### config.mk
export PLATFORM = sky130hd
export DESIGN_NAME = bcd_stopwatch_ctrl
export DESIGN_NICKNAME = d
export VERILOG_FILES = /design/src/rtl/bcd_sw_pkg.sv /design/src/rtl/bcd_digit.sv /design/src/rtl/bcd_stopwatch_ctrl.sv
export SDC_FILE = /design/constraint.sdc
export NUM_CORES = 1
export LEC_CHECK = 0
export ABC_AREA = 1
export ABC_CLOCK_PERIOD_IN_PS = 1700
export CORE_MARGIN = 4
export CORE_UTILIZATION = 53
export CTS_CLUSTER_DIAMETER = 60
export CTS_CLUSTER_SIZE = 25
export DETAILED_ROUTE_END_ITERATION = 6
export HOLD_SLACK_MARGIN = 0.15
export PLACE_DENSITY_LB_ADDON = 0.08
export SYNTH_ARGS = -nofsm -noshare
export SYNTH_HDL_FRONTEND = slang
export SYNTH_SLANG_ARGS = --single-unit
### constraint.sdc
create_clock -name clk -period 1.7 [get_ports clk]
set_clock_uncertainty 0.05 [all_clocks]
set_input_delay 0.34 -clock clk [delete_from_list [all_inputs] [get_ports clk]]
set_output_delay 0.34 -clock clk [all_outputs]
set_load 0.01 [all_outputs]
### src/rtl/bcd_sw_pkg.sv
// Shared types and constants for the BCD stopwatch controller.
package bcd_sw_pkg;

  localparam int BCD_W      = 4;
  localparam int NUM_DIGITS = 4;

  typedef enum logic [1:0] {
    IDLE  = 2'd0,
    RUN   = 2'd1,
    PAUSE = 2'd2
  } sw_state_e;

endpackage

### src/rtl/bcd_digit.sv
// One decade of the stopwatch count: 0..9 with a combinational carry into the next decade.
module bcd_digit
  import bcd_sw_pkg::*;
(
  input  logic             clk,
  input  logic             reset,
  input  logic             clr,
  input  logic             inc,
  output logic [BCD_W-1:0] q,
  output logic             carry
);

  logic [BCD_W-1:0] r_q;

  // NOTE: sequential state uses non-blocking assignments so every register samples pre-edge values.
  always_ff @(posedge clk or posedge reset) begin
    if (reset) begin
      r_q <= '0;
    end else if (clr) begin
      r_q <= '0;
    end else if (inc) begin
      r_q <= (r_q == BCD_W'(9)) ? '0 : r_q + 1'b1;
    end
  end

  assign q     = r_q;
  assign carry = inc && (r_q == BCD_W'(9));

endmodule

### src/rtl/bcd_stopwatch_ctrl.sv
// Four-digit BCD stopwatch: run/pause/clear FSM, tick prescaler and sticky overflow.
// Optional lap-hold display is built only when BCD_SW_LAP_EN is defined.
module bcd_stopwatch_ctrl
  import bcd_sw_pkg::*;
#(
  parameter int PRESCALE = 10
) (
  input  logic                        clk,
  input  logic                        reset,
  input  logic                        start_stop,
  input  logic                        clear,
  input  logic                        lap,
  output logic [NUM_DIGITS*BCD_W-1:0] digits,
  output logic                        running,
  output logic                        overflow
);

  localparam int PRE_W = (PRESCALE > 1) ? $clog2(PRESCALE) : 1;

  sw_state_e                   r_state;
  sw_state_e                   w_next;
  logic [PRE_W-1:0]            r_pre;
  logic                        r_running;
  logic                        r_overflow;
  logic                        w_tick;
  logic                        w_clr_cnt;
  logic [NUM_DIGITS:0]         w_inc;
  logic [NUM_DIGITS*BCD_W-1:0] w_count;

  // NOTE: every signal driven here gets a default first, so no path can infer a latch.
  always_comb begin
    w_next = r_state;
    unique case (r_state)
      IDLE:    if (start_stop && !clear) w_next = RUN;
      RUN:     if (start_stop)           w_next = PAUSE;
      PAUSE: begin
        if (clear)           w_next = IDLE;
        else if (start_stop) w_next = RUN;
      end
      default: w_next = IDLE;
    endcase
  end

  always_ff @(posedge clk or posedge reset) begin
    if (reset) begin
      r_state   <= IDLE;
      r_running <= 1'b0;
    end else begin
      r_state   <= w_next;
      r_running <= (w_next == RUN);
    end
  end

  // Clear is only honoured outside RUN; it also zeroes the count and overflow.
  assign w_clr_cnt = clear && (r_state != RUN);
  assign w_tick    = (r_state == RUN) && (r_pre == PRE_W'(PRESCALE - 1));

  always_ff @(posedge clk or posedge reset) begin
    if (reset) begin
      r_pre <= '0;
    end else if (r_state == IDLE || w_clr_cnt) begin
      r_pre <= '0;
    end else if (r_state == RUN) begin
      r_pre <= w_tick ? '0 : r_pre + 1'b1;
    end
  end

  assign w_inc[0] = w_tick;

  for (genvar g = 0; g < NUM_DIGITS; g++) begin : g_digit
    bcd_digit u_digit (
      .clk   (clk),
      .reset (reset),
      .clr   (w_clr_cnt),
      .inc   (w_inc[g]),
      .q     (w_count[g*BCD_W +: BCD_W]),
      .carry (w_inc[g+1])
    );
  end

  // Carry out of the top decade marks the 9999 -> 0000 wrap.
  always_ff @(posedge clk or posedge reset) begin
    if (reset) begin
      r_overflow <= 1'b0;
    end else if (w_clr_cnt) begin
      r_overflow <= 1'b0;
    end else if (w_inc[NUM_DIGITS]) begin
      r_overflow <= 1'b1;
    end
  end

`ifdef BCD_SW_LAP_EN
  logic                        r_hold;
  logic [NUM_DIGITS*BCD_W-1:0] r_lap;

  always_ff @(posedge clk or posedge reset) begin
    if (reset) begin
      r_hold <= 1'b0;
      r_lap  <= '0;
    end else if (w_clr_cnt) begin
      r_hold <= 1'b0;
    end else if (lap && (r_state != IDLE)) begin
      r_hold <= !r_hold;
      if (!r_hold) r_lap <= w_count;
    end
  end

  assign digits = r_hold ? r_lap : w_count;
`else
  logic w_unused_lap;
  assign w_unused_lap = lap;
  assign digits       = w_count;
`endif

  assign running  = r_running;
  assign overflow = r_overflow;

endmodule
Yosys cells after proc, flatten, opt, wreduce, memory -nomap -nowiden
Cells that the tools add are included.

Add/subtract/negate cells: 5. $mul: 0. Div/mod/pow operators: 0. Order comparisons: 0. Equal/unequal tests: 9. Shifts and indexed selects: 0. Muxes and demuxes: 22. Bitwise gates (word level): 0. Reduce and logical (&&, ||, !) cells: 16.

Operators by type and width (count): $mux W4 (15); $add A4 B1 Y4 const B (5); $eq A4 B4 Y1 const B (5); $reduce_bool A2 Y1 (6); $mux W2 (4); $logic_and A1 B1 Y1 (7); $pmux W2 S3 (1); $eq A2 B1 Y1 const B (2); $eq A2 B2 Y1 const B (1); $logic_not A2 Y1 (1); $mux W1 (2); $ne A2 B1 Y1 const B (1); $logic_not A1 Y1 (1); $logic_or A1 B1 Y1 (1).

Bits in registers: 24. Bits in latches: 0. RAM bits: 0. ROM bits: 0. Output and inout port bits: 18. Word-level logic and storage cells: 60. Memories: 0.

Longest topological paths before layout
Word-level depth: 8. Depth in mapped cells: 9. Depth with buffers taken out: 9.

Cells and area by module
From an unflattened synthesis, not the netlist that was laid out.

Cells, all modules: 194. Area total of the unflattened synthesis: 1491.4 µm².

Modules (own cells, without submodules): bcd_digit (instances 4, cells an instance 37, area an instance 269.0 µm²); bcd_stopwatch_ctrl (instances 1, cells an instance 46, area an instance 415.4 µm²).

Least setup slack after synthesis
Ideal clock, no wire load.

Path kind: register to register. From: reg g_digit[0].u_digit.r_q[1]. To: reg g_digit[1].u_digit.r_q[3]. Library setup time: 0.121 ns. Arrival: 1.262 ns. Setup slack: 0.267 ns. Cell stages (with the launch flop): 10. Path buffers: 0. Cell sequence: dfrtp_1 inv_1 ha_1 nand2_2 nor2_4 inv_4 nor2_8 nor2_2 nand2_1 o21ai_2.

Longest elaborated chain between the ends: 3.

RTL lines: start, declared (line bcd_digit.sv:13) `logic [BCD_W-1:0] r_q;`; start signal, assigned (line bcd_digit.sv:22) `r_q <= (r_q == BCD_W'(9)) ? '0 : r_q + 1'b1;`; $eq A4 B4 Y1 (line bcd_digit.sv:27) `assign carry = inc && (r_q == BCD_W'(9));`; $logic_and A1 B1 Y1 (line bcd_digit.sv:27); $reduce_bool A2 Y1 (no source line); end signal, assigned (line bcd_digit.sv:22); end, declared (line bcd_digit.sv:13).

No other way between the ends. A chain may end at the register's enable or synchronous reset.

Worst setup path in the final report
From: reg g_digit[0].u_digit.r_q[0]. To: out digits[0].

RTL lines: end, declared (line bcd_stopwatch_ctrl.sv:13) `output logic [NUM_DIGITS*BCD_W-1:0] digits,`.

No word-level cell between the ends.

==> impl_metrics.yaml <==
run_status:
  status: "finished, final reports clean"
die:
  start_util_pct: 56.8
  rows: 18
  chipWidth_um: 60.0
  ios: 23
  die_area_um2: 3600
  fp.coreArea_um2: 2520
  die_h_um: 60.0
cts:
  cts_tree: "done"
  path_clk_slew_ns: 0.12
  root_buffer: "clkbuf_4"
  cts_buffer_depth: 2
  cts_buffers: 3
  htree_levels: 1
  cts_num_sinks: 24
  clkLatencyLatePin_ns: 0.32
synth:
  synthFlopType: "dfrtp_1"
  synthesis.nets: 174
  ys_types: 29
  yosys_register_bits: 24
  synthCells: 161
  syn_area_per_cell_um2: 8.91
  synth_top_area_cell: "dfrtp_1"
  async_flop_share_pct: 100
  yosysSeqAreaShare_pct: 41.9
  synthesis.area_um2: 1430
  yosysWarnings: 0
  synthDominantCellAreaShare_pct: 41.9
  synth_area_leaders: "dfrtp_1 (42%), nand2_1 (8.1%), ha_1 (7.0%), nand3_1 (5.6%), inv_1 (4.2%)"
  synth-edff-count: 0
placed_design:
  gp_congestion: 0.909
  dp_hpwl_um: 2030
  placed_cell_area_um2: 1690
  numPortBuffers: 21
  dp_cells: 213
route:
  drt-pass1-iter-count: 4
  num_vias: 1197
  detail_route.wl_per_cell_um: 12.8
  wirelength_um: 2920
  drc_errors: 0
  vias_per_cell: 5.23
  ant_nets: 0
  drt_iter0_markers: 58
global_routing:
  met2_usage_pct: 29.0
  grt_max_degree: 25
  grt_pass1_wl_um: 5010
  grt_overflow_total: 0
  grt_use_met1_pct: 24.0
  antenna_found_initial: 0
  grt_usage_pct: 18.5
  grt_pass1_vias: 1213
  grt_use_met3_pct: 3.67
  grt_busiest_layer: "met2"
sta:
  fin_setup_tns_ns: 0
  worst_pin_slew_ns: 0.317
  setup_viol: 0
  rsz0062_at_grt: "no"
  slew_headroom_pct: 78.9
  final_max_slew_viol_count: 0
  min_period_over_period_pct: 96.5
  hold_viol: 0
  fmax_ghz: 0.610
  period_minus_slack_ns: 1.64
critical_path:
  critPathRequiredTime_ns: 1.31
  cp.arrival_ns: 1.25
  slowest_delay_ns: 0.54
  reg2reg_slack_ns: 0.14
  r2r-end: "g_digit[1].u_digit.q[3]"
  worstSetupPathType: "register to output port"
  critPathTopFamily: "buffers and inverters"
  crit_buf_inv: 1
  r2r-start: "g_digit[0].u_digit.q[0]"
  setup.worst_path.end_class: "output port"
  worstRegToRegCells: 9
  path_cells: "clkdlybuf4s50_1"
  start_kind: "register"
  crit_slowest_cell: "clkdlybuf4s50_1"
  cp_max_fo: 2
finish:
  drive_above_1_share_pct: 21.6
  num-nets-final: 214
  fillCellCount: 201
  fin_util_pct: 72.0
  register_area_um2: 604
  num_antenna_cells: 0
  fin_area_um2: 1820
  stdcell_count: 229
  multi_input_area_um2: 738
  area_growth_syn_to_layout_pct: 26.7
pwr:
  finalPower_mw: 1.17
  powerDensity_nw_per_um2: 646
  ir_drop_v: 0.000711
  power_leakage_nw: 0.943
run:
  maxCapViolCount: 0
hold_path:
  min-delay-path-class: "primary input to asynchronous set/reset pin"
-- final cells by class --
| cell class | count | area share (%) |
|---|---|---|
| timing repair buffer | 36 | 18.2 |
| inverter | 21 | 4.61 |
| multi-input combinational | 115 | 40.6 |
| sequential | 24 | 33.3 |
| clock buffer | 3 | 1.24 |
| tap | 30 | 2.07 |
-- routing by layer --
layer / part of all wire [%] / up-vias
met5: 0 / -
met4: 1.6 / 0
met3: 4.4 / 5
met2: 49 / 27
met1: 45 / 562
li1: - / 603
-- worst max-delay path by stage --
stage	start	end	cells past startpoint
floorplan	g_digit[0].u_digit.q[1]	g_digit[1].u_digit.q[3]	9
global placement	clear	g_digit[3].u_digit.q[3]	8
detailed placement	clear	g_digit[0].u_digit.q[2]	7
CTS	g_digit[1].u_digit.q[1]	digits[5]	1
global route	g_digit[2].u_digit.q[3]	digits[11]	1
finish	g_digit[0].u_digit.q[0]	digits[0]	1
-- cells in the mapped netlist (2+ instances only) --
cell and count:
xor2_1 4, nor2_4 5, nand3_4 2, inv_4 2
dfrtp_1 24, inv_1 16, nand3_1 16, nand2_2 2
o21ai_0 9, ha_1 8, nand2_1 31, xnor2_1 3
o22ai_1 3, o21ai_2 2, nor2_1 15, inv_2 2
nand3_2 2, nand4_1 4
-- placed cells by master (no fill, tap or decap), types with 3 or more instances in the layout --
master           netlist  layout
xnor2_1                3       3
xor2_1                 4       4
nand2_1               31      31
ha_1                   8       8
dlymetal6s2s_1         0       4
clkdlybuf4s50_1        0      15
dfrtp_1               24      21
o21ai_0                9       9
nor2_1                15      15
nand3_1               16      16
clkbuf_4               0       3
buf_4                  0      15
nor2_4                 5       5
nand4_1                4       4
dfrtp_2                0       3
inv_1                 16      16
o22ai_1                3       3
-- kinds of logic (layout without fill, tap and decap cells) --
family	count (synthesis)	after routing	share of synthesized area, %
AND/OR/NAND/NOR	81	81	31.8
flip-flops	24	24	41.9
buffers and inverters	22	60	6.63
AO/OA/AOI/OAI	18	18	7.68
adder cells (fa/ha/maj)	8	8	6.98
XOR/XNOR	7	7	4.28
multiplexers	1	1	0.698
-- stage by stage --
| stage | hold slack, ns | setup slack, ns |
|---|---|---|
| 2_1_floorplan | 0.305 | 0.267 |
| 3_3_place_gp | 0.471 | 0.111 |
| 3_5_place_dp | 0.471 | 0.0849 |
| 4_1_cts | 0.300 | 0.00289 |
| 5_1_grt | 0.306 | 0.00759 |
| 6_report | 0.297 | 0.0596 |
-- power by group --
group | internal, mW | switching [mW]
Sequential | 0.607 | 0.0250
Clock | 0.0831 | 0.171
Combinational | 0.130 | 0.158
-- flip-flops by register name, indices dropped and copies added, names as in the netlist --
name / flops
g_digit.u_digit.q: 16
r_pre: 4
running: 1
r_state: 2
overflow: 1
-- what timing repair did --
item	CTS	global route
pin swaps	0	0
buffers inserted	8	5
endpoints found under the setup margin	10	6
gates resized for setup	5	4
hold buffers	0	0
Power figures use the tool's default switching activity.
